**src/rtl/itch_pkg.sv**
```systemverilog
`default_nettype none
// ============================================================================
//  Package   : itch_pkg
//  Purpose   : Shared widths, FSM state encoding and ITCH message constants
//              for the ITCH stream framing logic.
//  Revision  : 1.0  initial release
// ============================================================================
package itch_pkg;

  // Output payload width in bits; one message is presented as one word.
  localparam int PAYLOAD_WIDTH = 512;

  // Framing parser states.
  typedef enum logic [1:0] {
    ST_LEN_HI = 2'd0,
    ST_LEN_LO = 2'd1,
    ST_BODY   = 2'd2,
    ST_SKIP   = 2'd3
  } itch_state_e;

  // ASCII message type bytes.
  localparam logic [7:0] ITCH_SYSTEM_EVENT  = 8'h53;
  localparam logic [7:0] ITCH_ADD_ORDER     = 8'h41;
  localparam logic [7:0] ITCH_ADD_ORDER_MPID = 8'h46;
  localparam logic [7:0] ITCH_ORDER_EXEC    = 8'h45;
  localparam logic [7:0] ITCH_ORDER_CANCEL  = 8'h58;
  localparam logic [7:0] ITCH_ORDER_DELETE  = 8'h44;
  localparam logic [7:0] ITCH_ORDER_REPLACE = 8'h55;
  localparam logic [7:0] ITCH_TRADE         = 8'h50;

  // Length of an Add Order message, type byte included.
  localparam logic [15:0] ITCH_LEN_ADD_ORDER = 16'd36;

endpackage : itch_pkg
`default_nettype wire

```
**src/rtl/itch_msg_assembler.sv**
```systemverilog
`default_nettype none
// ============================================================================
//  Module    : itch_msg_assembler
//  Purpose   : Frames a length-prefixed ITCH byte stream (2-byte big-endian
//              length per message) into whole messages, presented as one
//              left-justified payload word with type byte and length.
//  Revision  : 1.0  initial release
// ============================================================================
module itch_msg_assembler #(
  parameter int PAYLOAD_WIDTH = itch_pkg::PAYLOAD_WIDTH,
  parameter int MAX_BYTES     = PAYLOAD_WIDTH / 8
) (
  input  logic                     clk,
  input  logic                     rst_n,
  input  logic                     byte_valid_i,
  input  logic [7:0]               byte_data_i,
  input  logic                     flush_i,
  output logic                     out_valid_o,
  output logic [7:0]               msg_type_o,
  output logic [PAYLOAD_WIDTH-1:0] payload_o,
  output logic [15:0]              msg_len_o,
  output logic                     len_error_o,
  output logic [15:0]              drop_count_o
);
  import itch_pkg::*;

  localparam logic [1:0] S_LEN_HI = ST_LEN_HI;
  localparam logic [1:0] S_LEN_LO = ST_LEN_LO;
  localparam logic [1:0] S_BODY   = ST_BODY;
  localparam logic [1:0] S_SKIP   = ST_SKIP;

  logic [1:0]               state_q, state_d;
  logic [15:0]              len_q, len_d;
  // Shared counter: body byte index in BODY, bytes left to discard in SKIP.
  logic [15:0]              cnt_q, cnt_d;
  logic [PAYLOAD_WIDTH-1:0] acc_q, acc_d;
  logic [PAYLOAD_WIDTH-1:0] acc_wr;
  logic                     out_valid_q, out_valid_d;
  logic                     len_error_q, len_error_d;
  logic [7:0]               msg_type_q, msg_type_d;
  logic [PAYLOAD_WIDTH-1:0] payload_q, payload_d;
  logic [15:0]              msg_len_q, msg_len_d;
  logic [15:0]              drop_q, drop_d;

  logic                     accept;
  logic [15:0]              len_full;
  logic [MAX_BYTES-1:0]     lane_en;

  // A flush in the same cycle swallows the presented byte.
  assign accept   = byte_valid_i & ~flush_i;
  assign len_full = {len_q[15:8], byte_data_i};

  // Decoded per-lane write enable: body byte i lands in lane i, MSB first.
  for (genvar i = 0; i < MAX_BYTES; i++) begin : g_lane
    assign lane_en[i] = accept && (state_q == S_BODY) && (cnt_q == 16'(i));
    assign acc_wr[PAYLOAD_WIDTH-1-8*i -: 8] =
        lane_en[i] ? byte_data_i : acc_q[PAYLOAD_WIDTH-1-8*i -: 8];
  end

  // Next-state and output decode for the framing parser.
  always_comb begin
    state_d     = state_q;
    len_d       = len_q;
    cnt_d       = cnt_q;
    acc_d       = acc_q;
    out_valid_d = 1'b0;
    len_error_d = 1'b0;
    msg_type_d  = msg_type_q;
    payload_d   = payload_q;
    msg_len_d   = msg_len_q;

    if (flush_i) begin
      state_d = S_LEN_HI;
      len_d   = '0;
      cnt_d   = '0;
      acc_d   = '0;
    end else if (byte_valid_i) begin
      case (state_q)
        S_LEN_HI: begin
          len_d   = {byte_data_i, 8'h00};
          state_d = S_LEN_LO;
        end
        S_LEN_LO: begin
          len_d = len_full;
          if (len_full == 16'd0) begin
            len_error_d = 1'b1;
            state_d     = S_LEN_HI;
          end else if (len_full > 16'(MAX_BYTES)) begin
            len_error_d = 1'b1;
            cnt_d       = len_full;
            state_d     = S_SKIP;
          end else begin
            acc_d   = '0;
            cnt_d   = '0;
            state_d = S_BODY;
          end
        end
        S_BODY: begin
          acc_d = acc_wr;
          cnt_d = cnt_q + 16'd1;
          if (cnt_q == len_q - 16'd1) begin
            out_valid_d = 1'b1;
            payload_d   = acc_wr;
            msg_type_d  = acc_wr[PAYLOAD_WIDTH-1 -: 8];
            msg_len_d   = len_q;
            state_d     = S_LEN_HI;
          end
        end
        S_SKIP: begin
          cnt_d = cnt_q - 16'd1;
          if (cnt_q == 16'd1) begin
            state_d = S_LEN_HI;
          end
        end
        default: state_d = S_LEN_HI;
      endcase
    end

    drop_d = (len_error_d && (drop_q != 16'hFFFF)) ? drop_q + 16'd1 : drop_q;
  end

  // State, accumulator and output registers; reset clears everything.
  always_ff @(posedge clk or negedge rst_n) begin
    if (!rst_n) begin
      state_q     <= S_LEN_HI;
      len_q       <= '0;
      cnt_q       <= '0;
      acc_q       <= '0;
      out_valid_q <= 1'b0;
      len_error_q <= 1'b0;
      msg_type_q  <= '0;
      payload_q   <= '0;
      msg_len_q   <= '0;
      drop_q      <= '0;
    end else begin
      state_q     <= state_d;
      len_q       <= len_d;
      cnt_q       <= cnt_d;
      acc_q       <= acc_d;
      out_valid_q <= out_valid_d;
      len_error_q <= len_error_d;
      msg_type_q  <= msg_type_d;
      payload_q   <= payload_d;
      msg_len_q   <= msg_len_d;
      drop_q      <= drop_d;
    end
  end

  assign out_valid_o  = out_valid_q;
  assign len_error_o  = len_error_q;
  assign msg_type_o   = msg_type_q;
  assign payload_o    = payload_q;
  assign msg_len_o    = msg_len_q;
  assign drop_count_o = drop_q;

endmodule : itch_msg_assembler
`default_nettype wire

```
**config.mk**
```make
export PLATFORM = sky130hd
export DESIGN_NAME = itch_msg_assembler
export DESIGN_NICKNAME = d
export VERILOG_FILES = /design/src/rtl/itch_pkg.sv /design/src/rtl/itch_msg_assembler.sv
export SDC_FILE = /design/constraint.sdc
export NUM_CORES = 2
export LEC_CHECK = 0
export ABC_AREA = 0
export BUFFER_PORTS_ARGS = -buffer_cell sky130_fd_sc_hd__buf_2
export CAP_MARGIN = 10
export CORE_MARGIN = 1.5
export CORE_UTILIZATION = 50
export DETAILED_ROUTE_END_ITERATION = 7
export HOLD_SLACK_MARGIN = 0.02
export PLACE_DENSITY = 0.7
export SYNTH_ARGS = -nofsm -noshare
export SYNTH_HDL_FRONTEND = slang
export SYNTH_SLANG_ARGS = --single-unit
export TNS_END_PERCENT = 100
```
**constraint.sdc**
```tcl
create_clock -name clk -period 9.4 [get_ports clk]
set_input_delay 0.47 -clock clk [delete_from_list [all_inputs] [get_ports clk]]
set_output_delay 0.47 -clock clk [all_outputs]
set_load 0.01 [all_outputs]
```
Yosys cells after proc, flatten, opt, wreduce, memory -nomap -nowiden
Cells that the tools add are included. W data, S select, Z words.

Word-level logic and storage cells: 264. Register bits: 1100. Output and inout bits: 554. Input bits: 12.

Magnitude comparators: 1. $add $sub $neg: 4. Mux-type cells: 93. Reductions and logical operators: 80. Equal/unequal tests: 73. Bitwise logic cells: 2.

Operators with widths (number): $mux W512 (4); $pmux W512 S2 (1); $eq A16 B6 Y1 const B (32); $mux W8 (64); $eq A16 B5 Y1 const B (16); $eq A16 B4 Y1 const B (8); $mux W16 (6); $logic_and A1 B1 Y1 (66); $eq A16 B3 Y1 const B (4); $pmux W16 S3 (1); $add A16 B1 Y16 const B (2); $eq A16 B2 Y1 const B (2); $logic_not A16 Y1 (2); $pmux W16 S2 (1); $sub A16 B1 Y16 const B (2); $eq A16 B1 Y1 const B (1); $eq A16 B16 Y1 (1); $gt A16 B7 Y1 const B (1); $ne A16 B16 Y1 const B (1); $mux W1 (10); $mux W2 (5); $ne A3 B3 Y1 const B (3); $reduce_and A3 Y1 (3); $pmux W2 S4 (1); 12 further kinds (16).

Logic depth before layout (Yosys ltp)
Depth in word-level cells: 8. Gate-level depth with buffers: 11. Mapped depth without buffers: 8.

Least setup slack after synthesis
OpenSTA, ideal clock, no wires.

Path type: reg-to-reg. Start point: reg cnt_q[11]. End point: reg payload_q[390], in the netlist payload_o[390]. Arrival: 3199 ps. Cell stages (with the launch flop): 10. Setup time: 128 ps. Required time: 9272 ps. Path buffers: 3. Path slack: 6074 ps. Cell sequence: dfrtp_1 -> buf_2 -> or3_1 -> or2_2 -> or4_1 -> buf_2 -> nor2_1 -> clkbuf_1 -> mux2_2 -> mux2_1.

Word-level cells in the longest chain between the ends: 3.

RTL lines: start: declaration (RTL line itch_msg_assembler.sv:35) `logic [15:0] cnt_q, cnt_d;`; start signal: assignment (RTL line itch_msg_assembler.sv:138) `cnt_q <= cnt_d;`; $eq A16 B4 Y1 (RTL line itch_msg_assembler.sv:55) `assign lane_en[i] = accept && (state_q == S_BODY) && (cnt_q == 16'(i));`; $logic_and A1 B1 Y1 (RTL line itch_msg_assembler.sv:55); $mux W8 (RTL line itch_msg_assembler.sv:57) `lane_en[i] ? byte_data_i : acc_q[PAYLOAD_WIDTH-1-8*i -: 8];`; end signal: assignment (RTL line itch_msg_assembler.sv:143) `payload_q <= payload_d;`; end: declaration (RTL line itch_msg_assembler.sv:41) `logic [PAYLOAD_WIDTH-1:0] payload_q, payload_d;`.

Parallel ways exist; a longest one is shown, timed or not. A chain may end at the register's enable or synchronous reset.

Worst setup path in the final report
Start point: reg len_q[0]. End point: reg payload_q[475], in the netlist payload_o[475].

Word-level cells in the longest chain between the ends: 3.

RTL lines: start: declaration (RTL line itch_msg_assembler.sv:33) `logic [15:0] len_q, len_d;`; start signal: assignment (RTL line itch_msg_assembler.sv:137) `len_q <= len_d;`; $sub A16 B1 Y16 (RTL line itch_msg_assembler.sv:101) `if (cnt_q == len_q - 16'd1) begin`; $eq A16 B16 Y1 (RTL line itch_msg_assembler.sv:101); $reduce_and A4 Y1 (no source line).

Every way passes these cells.

==> results.yml <==
outcome:
  run_status: "finished, final reports clean"
floorplan:
  effective_utilization_at_floorplan_pct: 50.4
  floorplan.die.width_um: 315
  die-height_um: 315
  fp.dieArea_mm2: 0.0992
  std_cell_rows: 114
  design.portCount: 566
  placeableCoreArea_mm2: 0.0966
sta:
  finalHoldViolations: 0
  timing.final.setup_violations: 0
  timing_worst_slew_pin_value_ns: 1.24
  unrepaired_setup_endpoints_after_global_routing: "no"
  post_route_skew_ns: 0.0227
  slew_headroom_pct: 17.3
  final.period_utilization_pct: 50.3
  period_needed_ns: 4.73
  finalMaxSlewViolations: 0
  max_frequency_ghz: 0.212
  finalSetupTns_ns: 0
global_routing:
  grt_pass1_vias: 32500
  antenna_found_initial: 4
  global_route.usage.total_pct: 27.6
  pin_count_of_the_biggest_net_entering_global_routing: 188
  grt_first_pass_wirelength_um: 209000
  grt_overflow_total: 0
clocking:
  tritoncts: "done"
  cts_resized: 0
  cts_setup_buffers: 0
  cts-buffers-inserted: 112
  cts_max_path_buffers: 3
  cts_hold_repair.buffers: 1
  worst_setup_hold_path_clk_slew_ns: 0.06
  clk_latency_ns: 0.71
  htreeDepth: 3
  cts.sinks: 1092
  cts.root.buffer_cell: "clkbuf_16"
final_layout:
  finish.net_count: 4027
  design_area_mm2: 0.0561
  final_layout_size_suffix_gt1_share_pct: 33.4
  layout-area-overhead-vs-synth_pct: 15.4
synth:
  synth_enable_flop_cells: 0
  syn_nets: 3593
  postSynthRegisterBits: 1092
  synthesis.area_mm2: 0.0486
  yosys_warnings: 0
  synth-async-reset-ratio_pct: 100
  synthesis.area_per_instance_um2: 13.6
  cells_after_synthesis: 3574
  synth_sequential_area_ratio_pct: 56.2
  dominant_register_cell_in_the_synthesized_netlist: "dfrtp_1"
  synth.distinct_cells: 67
setup_path:
  cp_data_required_time_ns: 9.98
  critical_path.startpoint_type: "flop"
  worst_r2r_startpoint: "len_q[0]"
  cp-endpoint: "payload_o[475]"
  worst_setup_path_end_kind: "flop"
  worst-path-stages: 10
  worst_path_max_delay_cell: "buf_4"
  worst-setup-path-type: "reg2reg"
  cp_cell_sequence: "inv_1 > ha_1 > or4b_2 > nor4_1 > xnor2_1 > o211ai_1 > nor4_4 > buf_12 > buf_4 > mux2_1"
  max_stage_delay_ns: 0.90
  worst_r2r_path_depth: 10
  crit_family: "buffers and inverters"
  critPathBufInv: 3
  worstReg2RegEnd: "payload_o[475]"
  setup.worst_path.start: "len_q[0]"
  endpoint_arrival_time_on_the_critical_path_ns: 5.31
  timing.reg2reg.setup_slack_ns: 4.67
  crit_path_max_fanout: 164
drt:
  ant_nets: 0
  wire_per_inst_um: 25.6
  dr_total_vias: 32400
  routed_wl_um: 138000
  drt-initial-drc-count: 2353
  route.detailed.vias_per_inst: 6.03
  drt_drc_violations_left: 0
  drt_first_pass_iters: 5
placement:
  dpl.hpwl_um: 85500
  placed_area_mm2: 0.0523
  portBuffers: 565
  weighted_congestion_reported_at_the_end_of_routability_driven_placement: 0.903
worst_hold_path:
  timing.hold.worst.class: "in2reg"
pwr:
  worst_ir_drop_vdd_mv: 0.150
  leakage_uw: 0.0297
  power_per_cell_area_mw_per_mm2: 179
run:
  timing.max_cap.violations: 0
cells by family (layout without fill, tap and decap cells):
| kind of cell | after synthesis | count (layout) | share of synthesized area, % |
|---|---|---|---|
| flip-flops | 1092 | 1092 | 56.2 |
| multiplexers | 1050 | 1050 | 24.3 |
| AO/OA/AOI/OAI | 724 | 724 | 12.0 |
| AND/OR/NAND/NOR | 336 | 336 | 3.56 |
| buffers and inverters | 326 | 851 | 3.11 |
| XOR/XNOR | 39 | 39 | 0.702 |
| adder cells (fa/ha/maj) | 7 | 7 | 0.180 |
| other | 0 | 3 | 0 |
sequential cells by signal, indices dropped and copies added (netlist names), 2 cells and up:
signal        count
msg_type_o        8
cnt_q            16
len_q            16
payload_o       504
drop_count_o     16
msg_len_o        16
acc_q           512
state_q           2
synth_stat cells, drive strengths merged, types with 16 or more instances:
cell	count	share of area, %
a21oi	31	0.32
nand4	31	0.40
clkbuf	227	1.8
nand3	29	0.30
nor2	77	0.63
nor2b	16	0.21
buf	87	1.3
o21ai	53	0.55
nand2	87	0.67
a22o	512	9.2
xor2	16	0.29
a31oi	72	0.93
xnor2	23	0.41
mux2	1047	24
dfrtp	1092	56
power breakdown:
group	internal [µW]	total, µW	switching (µW)
sequential	4720	4770	45.3
clock	2710	4620	1910
combinational	145	647	501
layer usage:
metal,routed length [µm],global-route usage [%]
met4,4940,10.3
met1,60200,38.4
met2,63900,42.8
met3,8830,5.40
met5,13,0
worst min path at each step:
stage	slack, ns	to	startpoint	cells after the start
floorplan	0.17	acc_q[0]	rst_n	0
global placement	0.46	payload_o[236]	payload_o[236]	1
detailed placement	0.47	payload_o[130]	payload_o[130]	1
CTS	0.18	len_q[11]	byte_data_i[3]	3
global route	0.21	len_q[11]	byte_data_i[3]	3
finish	0.23	len_q[11]	byte_data_i[3]	3
cell type report:
| cell class | instances | area [µm²] |
|---|---|---|
| antenna | 3 | 7.51 |
| clock buffer | 165 | 3340 |
| clock inverter | 40 | 498 |
| fill | 7744 | 40400 |
| inverter | 12 | 45.0 |
| multi-input combinational | 2156 | 19800 |
| sequential | 1092 | 27300 |
| tap | 1276 | 1600 |
| timing repair buffer | 634 | 3460 |
cells in the final DEF, fill, tap and decap left out, drive strengths merged, types with 53 or more instances in the layout:
master  instances
dfrtp        1092
o21ai          53
buf           633
nor2           77
clkbuf        165
mux2         1047
a22o          512
a31oi          72
nand2          87
worst min-delay path, delay by kind of cell:
kind,cells,cell delay [ns]
AOI/OAI and AO/OA,1,0.06
buffers and inverters,1,0.22
and+or+nand+nor,1,0.11
metrics by stage:
step / std cells / util, % / hold WS (ns) / total power [µW] / setup WS (ns)
2_1_floorplan: 3574 / - / 0.174 / 5180 / 6.07
3_3_place_gp: 5168 / 54.1 / 0.463 / 5490 / 4.74
3_5_place_dp: 5168 / 54.1 / 0.469 / 5500 / 4.68
4_1_cts: 5374 / 58.1 / 0.176 / 10100 / 4.65
5_1_grt: 5375 / 58.1 / 0.211 / 10300 / 4.27
6_report: 5378 / 58.1 / 0.225 / 10000 / 4.67
(Power assumes the default switching activity.)
